===== src/rtl/dma_seq2.sv =====
// dma_seq2: REU-style DMA sequencer (C64->REU, REU->C64, swap, verify) clocked on the falling PHI2 edge.
// Optional shadow-length autoload is enabled by defining DMA_SEQ2_AUTOLOAD_EN.
module dma_seq2 #(
    parameter int LEN_W = 16
) (
    input  logic             PHI2,
    input  logic             RESET,
    input  logic             BA,
    input  logic             Execute,
    input  logic [1:0]       XferType,
    input  logic             FixCA,
    input  logic             FixREUA,
    input  logic             LenLoad,
    input  logic [LEN_W-1:0] LenIn,
    input  logic             Equal,
    input  logic             Autoload,
    output logic             Reload,
    output logic             DMA,
    output logic             DMARW,
    output logic             RAMRD,
    output logic             RAMWR,
    output logic             IncCA,
    output logic             IncREUA,
    output logic             XferEnd,
    output logic             EndOfBlock,
    output logic             VerifyErr,
    output logic [LEN_W-1:0] Len
);
    typedef enum logic [1:0] {IDLE, RUN_A, RUN_B, FLUSH} state_t;
    state_t     state, state_nx;
    logic [1:0] xtype;
    logic       wr_pend, cmp_valid;
    logic       done, last, err, reload;
    logic [LEN_W-1:0] shadow;

`ifdef DMA_SEQ2_AUTOLOAD_EN
    always_ff @(negedge PHI2 or posedge RESET)
        if (RESET) shadow <= '1;
        else if (state == IDLE && LenLoad) shadow <= LenIn;
    assign reload = last && Autoload;
`else
    logic unused_autoload;
    assign unused_autoload = Autoload;
    assign shadow = '1;
    assign reload = 1'b0;
`endif

    always_comb begin
        // Equal reflects the previous compare, so it is meaningless before the first completed verify cycle
        err      = state == RUN_A && xtype == 2'b11 && cmp_valid && !Equal;
        done     = BA && ((state == RUN_A && xtype != 2'b10 && !err) || state == RUN_B);
        last     = done && Len == LEN_W'(1);
        DMA      = state == RUN_A || state == RUN_B;
        DMARW    = state == RUN_A && xtype != 2'b01;
        RAMRD    = state == RUN_A && xtype != 2'b00;
        RAMWR    = state == RUN_B || (wr_pend && (state == RUN_A || state == FLUSH));
        IncCA    = done && !FixCA;
        IncREUA  = !FixREUA && (xtype == 2'b00 ? BA && RAMWR : done);
        XferEnd  = last;
        Reload   = reload;
        state_nx = state;
        case (state)
            IDLE:    state_nx = Execute ? RUN_A : IDLE;
            RUN_A:   if (BA) state_nx = err ? IDLE : xtype == 2'b10 ? RUN_B :
                                        last ? (xtype == 2'b00 ? FLUSH : IDLE) : RUN_A;
            RUN_B:   if (BA) state_nx = last ? IDLE : RUN_A;
            default: if (BA) state_nx = IDLE;
        endcase
    end

    always_ff @(negedge PHI2 or posedge RESET) begin
        if (RESET) begin
            state      <= IDLE;
            xtype      <= 2'b00;
            wr_pend    <= 1'b0;
            cmp_valid  <= 1'b0;
            EndOfBlock <= 1'b0;
            VerifyErr  <= 1'b0;
            Len        <= '1;
        end else begin
            state <= state_nx;
            // a completed C64 read leaves one REU write pending for the next cycle
            if (BA) wr_pend <= state == RUN_A && xtype == 2'b00;
            if (state == IDLE) begin
                if (LenLoad) Len <= LenIn;
                if (Execute) begin
                    xtype      <= XferType;
                    EndOfBlock <= 1'b0;
                    VerifyErr  <= 1'b0;
                    cmp_valid  <= 1'b0;
                end
            end else begin
                if (done && xtype == 2'b11) cmp_valid <= 1'b1;
                if (BA && err) VerifyErr <= 1'b1;
                if (last) begin
                    EndOfBlock <= 1'b1;
                    if (reload) Len <= shadow;
                end else if (done) Len <= Len - LEN_W'(1);
            end
        end
    end
endmodule


===== config.mk =====
export PLATFORM = sky130hd
export DESIGN_NAME = dma_seq2
export DESIGN_NICKNAME = d
export VERILOG_FILES = /design/src/rtl/dma_seq2.sv
export SDC_FILE = /design/constraint.sdc
export NUM_CORES = 1
export LEC_CHECK = 0
export ABC_AREA = 1
export BUFFER_PORTS_ARGS = -buffer_cell sky130_fd_sc_hd__buf_2
export CELL_PAD_IN_SITES_DETAIL_PLACEMENT = 1
export CELL_PAD_IN_SITES_GLOBAL_PLACEMENT = 1
export CORE_MARGIN = 4
export CORE_UTILIZATION = 36
export DETAILED_ROUTE_END_ITERATION = 6
export GPL_TIMING_DRIVEN = 0
export HOLD_SLACK_MARGIN = 0.06
export PLACE_DENSITY = 0.92
export SYNTH_ARGS = -nofsm -noshare
export SYNTH_HDL_FRONTEND = slang
export SYNTH_SLANG_ARGS = --single-unit

===== constraint.sdc =====
create_clock -name PHI2 -period 2.2 [get_ports PHI2]
set_input_delay 0.33 -clock PHI2 [delete_from_list [all_inputs] [get_ports PHI2]]
set_output_delay 0.33 -clock PHI2 [all_outputs]
set_load 0.01 [all_outputs]

# Word level (Yosys, flattened, before mapping)
# Index checks and enable logic that the tools add are counted.
[op_classes] n_addsub=1 eq_ne=13 mux=22 n_reduce_logical=38
[op_table] op="$mux 16" count=4
[op_table] op="$eq 16x1->1 const B" count=1
[op_table] op="$logic_and 1x1->1" count=16
[op_table] op="$sub 16x1->16 const B" count=1
[op_table] op="$mux 2" count=7
[op_table] op="$reduce_bool 2->1" count=6
[op_table] op="$mux 1" count=10
[op_table] op="$ne 2x2->1 const B" count=5
[op_table] op="$eq 2x2->1 const B" count=4
[op_table] op="$reduce_and 2->1" count=4
[op_table] op="$pmux 2 s3" count=1
[op_table] op="$reduce_and 3->1" count=2
[op_table] op="$logic_not 1->1" count=4
[op_table] op="$logic_not 2->1" count=2
[op_table] op="$logic_or 1x1->1" count=4
[op_table] op="$ne 2x1->1 const B" count=2
[op_table] op="$eq 2x1->1 const B" count=1
[totals] regBits=24 in_bits=27 out_inout_bits=26 word_cells=81

# Longest topological paths before layout
[depth] depth_word=14 ltp_mapped=12 mapped_depth_nobuf=11

==> metrics.md <==
| Metric | Value |
|---|---|
| Clock Power Share | `9.0%` |
| CP Data Required Time | `1.87 ns` |
| Maximum clock path buffer count | `2` |
| Max VDD drop | `933.5 µV` |
| Finished Layout Cells | `about 440` |
| Hold_ws | `about 0.47 ns` |
| Clock latency at the later pin of the worst-skew pair | `approximately 0.4 ns` |
| Cts bufs inserted | `3` |
| Yosys reg bits | `24` |
| Clock Root Buffer | `clkbuf_8` |
| Seq pwr share | `about a fifth` |
| Internal power | `around 2400 µW` |
| Register-to-register setup slack | `0.07 ns` |
| Endpoints failing hold | `0` |
| Leakage power | `0.001456 µW` |
| Most common cell after layout, fill and taps aside | `nand2_1` |
| Worst Hold Class | `register to register` |
| Max_slew headroom | `between 30% and 40%` |
| DPL Wire Length | `4.607 mm` |
| Startpoint Class | `register` |
| Synth Area per Inst | `6.661 µm²` |
| Crit end category | `primary output` |
| GPL Wtd Cong | `0.8535` |
| First-pass GRT wire length | `11.71 mm` |
| DP Cell Count | `395` |
| Routed Antenna Nets | `0` |
| WL/cell | `~20 µm` |
| Syn. warnings | `0` |
| Mapped Cells | `278` |
| IO buf count | `50` |
| Total track usage | `between 20% and 30%` |
| Failing checks | `negative setup slack` |
| First-pass detailed-route iteration total | `4` |
| Unique masters post-synth | `27` |
| Final instance area | `0.002828 mm²` |
| Most frequent cells in the layout | `nand2_1 (84), inv_1 (50), buf_6 (30)` |
| Layout filler cell count | `between 600 and 700` |
| Overflow after GRT | `0` |
| Util after Layout | `58.32%` |
| Mapped Nets | `between 300 and 400` |
| Antenna violations before repair | `0` |
| I/O pin count | `53` |
| Die width | `79.72 µm` |
| Die height | `79.72 µm` |
| Register area | `around 620 µm²` |
| Setup Crit Path Kind | `register to primary output` |
| Initial DRC count | `161` |
| Dominant synthesized flop cell | `dfstp_2` |
| PwrDens | `approximately 1800 mW/mm²` |
| Mapped Area | `0.001852 mm²` |
| CTS Sinks | `24` |
| Layout cells sized above 1 | `roughly two fifths` |
| Area leader, netlist | `dfstp_2` |
| Maxcap violations | `0` |
| Post-synthesis sequential area ratio | `33.51%` |
| CP Max Fanout | `2` |
| DRC viols | `0` |
| Clock slew at reported path FFs | `0.08 ns` |
| Slew Viols, Final | `0` |
| Total die area | `~0.0064 mm²` |
| Vias in the first global route | `2432` |
| CTS tree | `done` |
| Final nets | `403` |
| Synth async-reset ratio | `100.0%` |
| CP Data Arrival Time | `approximately 3 ns` |
| Outcome | `complete, but fails checks` |
| Share of the synthesized area in the top cell type | `22.70%` |
| Total power draw | `5136 µW` |
| Layout Area Growth over Synthesis | `52.70%` |
| Clock skew | `0.08740 ns` |
| Number of synthesized flops with an enable pin | `0` |
| Largest net degree at the start of global routing | `25` |
| Via-to-Cell Ratio | `~5.3` |
| RSZ-0062 raised after global routing | `true` |
| Via count | `between 2000 and 2500` |
| Logic pwr share | `70.7%` |
| Sw Share | `52.58%` |
| Ant diodes | `0` |
| Hold buffers post-CTS | `0` |
| Initial Utilization | `about two fifths` |
| Slew @ Worst Pin | `1.027 ns` |
| P_sw | `around 2700 µW` |
| Core Rows | `25` |
| Area of the core | `0.004848 mm²` |
| Area post-placement | `~0.0023 mm²` |
| Overall routed net length | `between 8 and 9 mm` |
| Area occupied by multi-input gates | `between 0.001 and 0.0015 mm²` |
| H-tree depth | `1` |
| Final worst slack | `-1.083 ns` |
| Synth area leaders | `dfstp_2 (23%), nand2_1 (19%), dfrtn_1 (11%)` |
| Final setup fails | `25` |
-- state kept, by name, summed over array words and instances (netlist names) --
register,flops
EndOfBlock,1
cmp_valid,1
xtype,2
state,2
Len,16
VerifyErr,1
wr_pend,1
-- Yosys cell counts, types with 2 or more instances --
cell type and instances:
clkbuf_1 2, nand2_2 5, dfstp_2 16, inv_1 38, nand2_1 96, nor2_2 5
nor2_1 29, ha_1 6, nand2_4 2, nor3_1 3, o21ai_2 10, a21oi_1 5
nand3_1 28, dfrtn_1 8, o21ai_0 13
-- power groups by stage --
stage | Sequential [µW] | Combinational, µW | Clock [µW]
floorplan | 1020 | 1730 | 47.3
global placement | 1000 | 2340 | 47.3
detailed placement | 1010 | 2470 | 47.3
CTS | 1030 | 3060 | 421
global route | 1070 | 3900 | 502
finish | 1040 | 3630 | 460
-- repair_timing --
item	4_1_cts	5_1_grt
setup endpoints to repair	35	42
pin swaps	7	11
cloned	2	0
gates resized for setup	30	25
buffers inserted	10	14
-- stage by stage --
stage,TNS [ns],worst slack [ns]
floorplan,-2.417,-0.4647
global placement,-8.710,-0.6685
detailed placement,-9.464,-0.7328
CTS,-9.902,-0.9615
global route,-11.91,-1.101
finish,-11.04,-1.083
-- metal layers --
metal	vias to the layer above	wire (µm)	global-route usage [%]
li1	1055	-	-
met1	1115	3244	25.07
met2	94	4651	45.91
met3	32	490	4.740
met4	0	388	10.48
met5	-	0	0
-- final timing paths --
path / start / cells past startpoint / endpoint
max in group asynchronous: RESET / 2 / state[1]
worst max-delay path: Len[0] / 8 / XferEnd
min in group asynchronous: RESET / 2 / cmp_valid
worst max register to register: Len[0] / 14 / Len[14]
worst min-delay path: VerifyErr / 1 / VerifyErr
worst min register to register: VerifyErr / 1 / VerifyErr
-- final cells by class --
cell class                 count  share of cell area, %
buffer                         6                  2.345
clock buffer                   3                  1.460
clock inverter                17                  2.301
inverter                      38                  5.221
multi-input combinational    209                  41.86
sequential                    24                  21.95
tap                           67                  2.965
timing repair buffer          72                  21.90
-- worst max-delay path: stages, from the launching register on --
cell	delay (ns)
dfstp_2	0.54
ha_4	0.13
inv_2	0.03
nor2_2	0.12
nand2_1	0.11
nor2_2	0.17
nand3_4	0.12
nor2_4	0.15
buf_6	0.11
-- cells by family after synthesis --
logic type | Yosys count | share of synthesized area, %
and+or+nand+nor | 170 | 39.80
buffers and inverters | 45 | 11.22
AOI/OAI and AO/OA | 32 | 11.22
DFF | 24 | 33.51
adders and majority gates | 6 | 4.054
other | 1 | 0.2025
No activity file was read; power rests on OpenSTA's default activity.
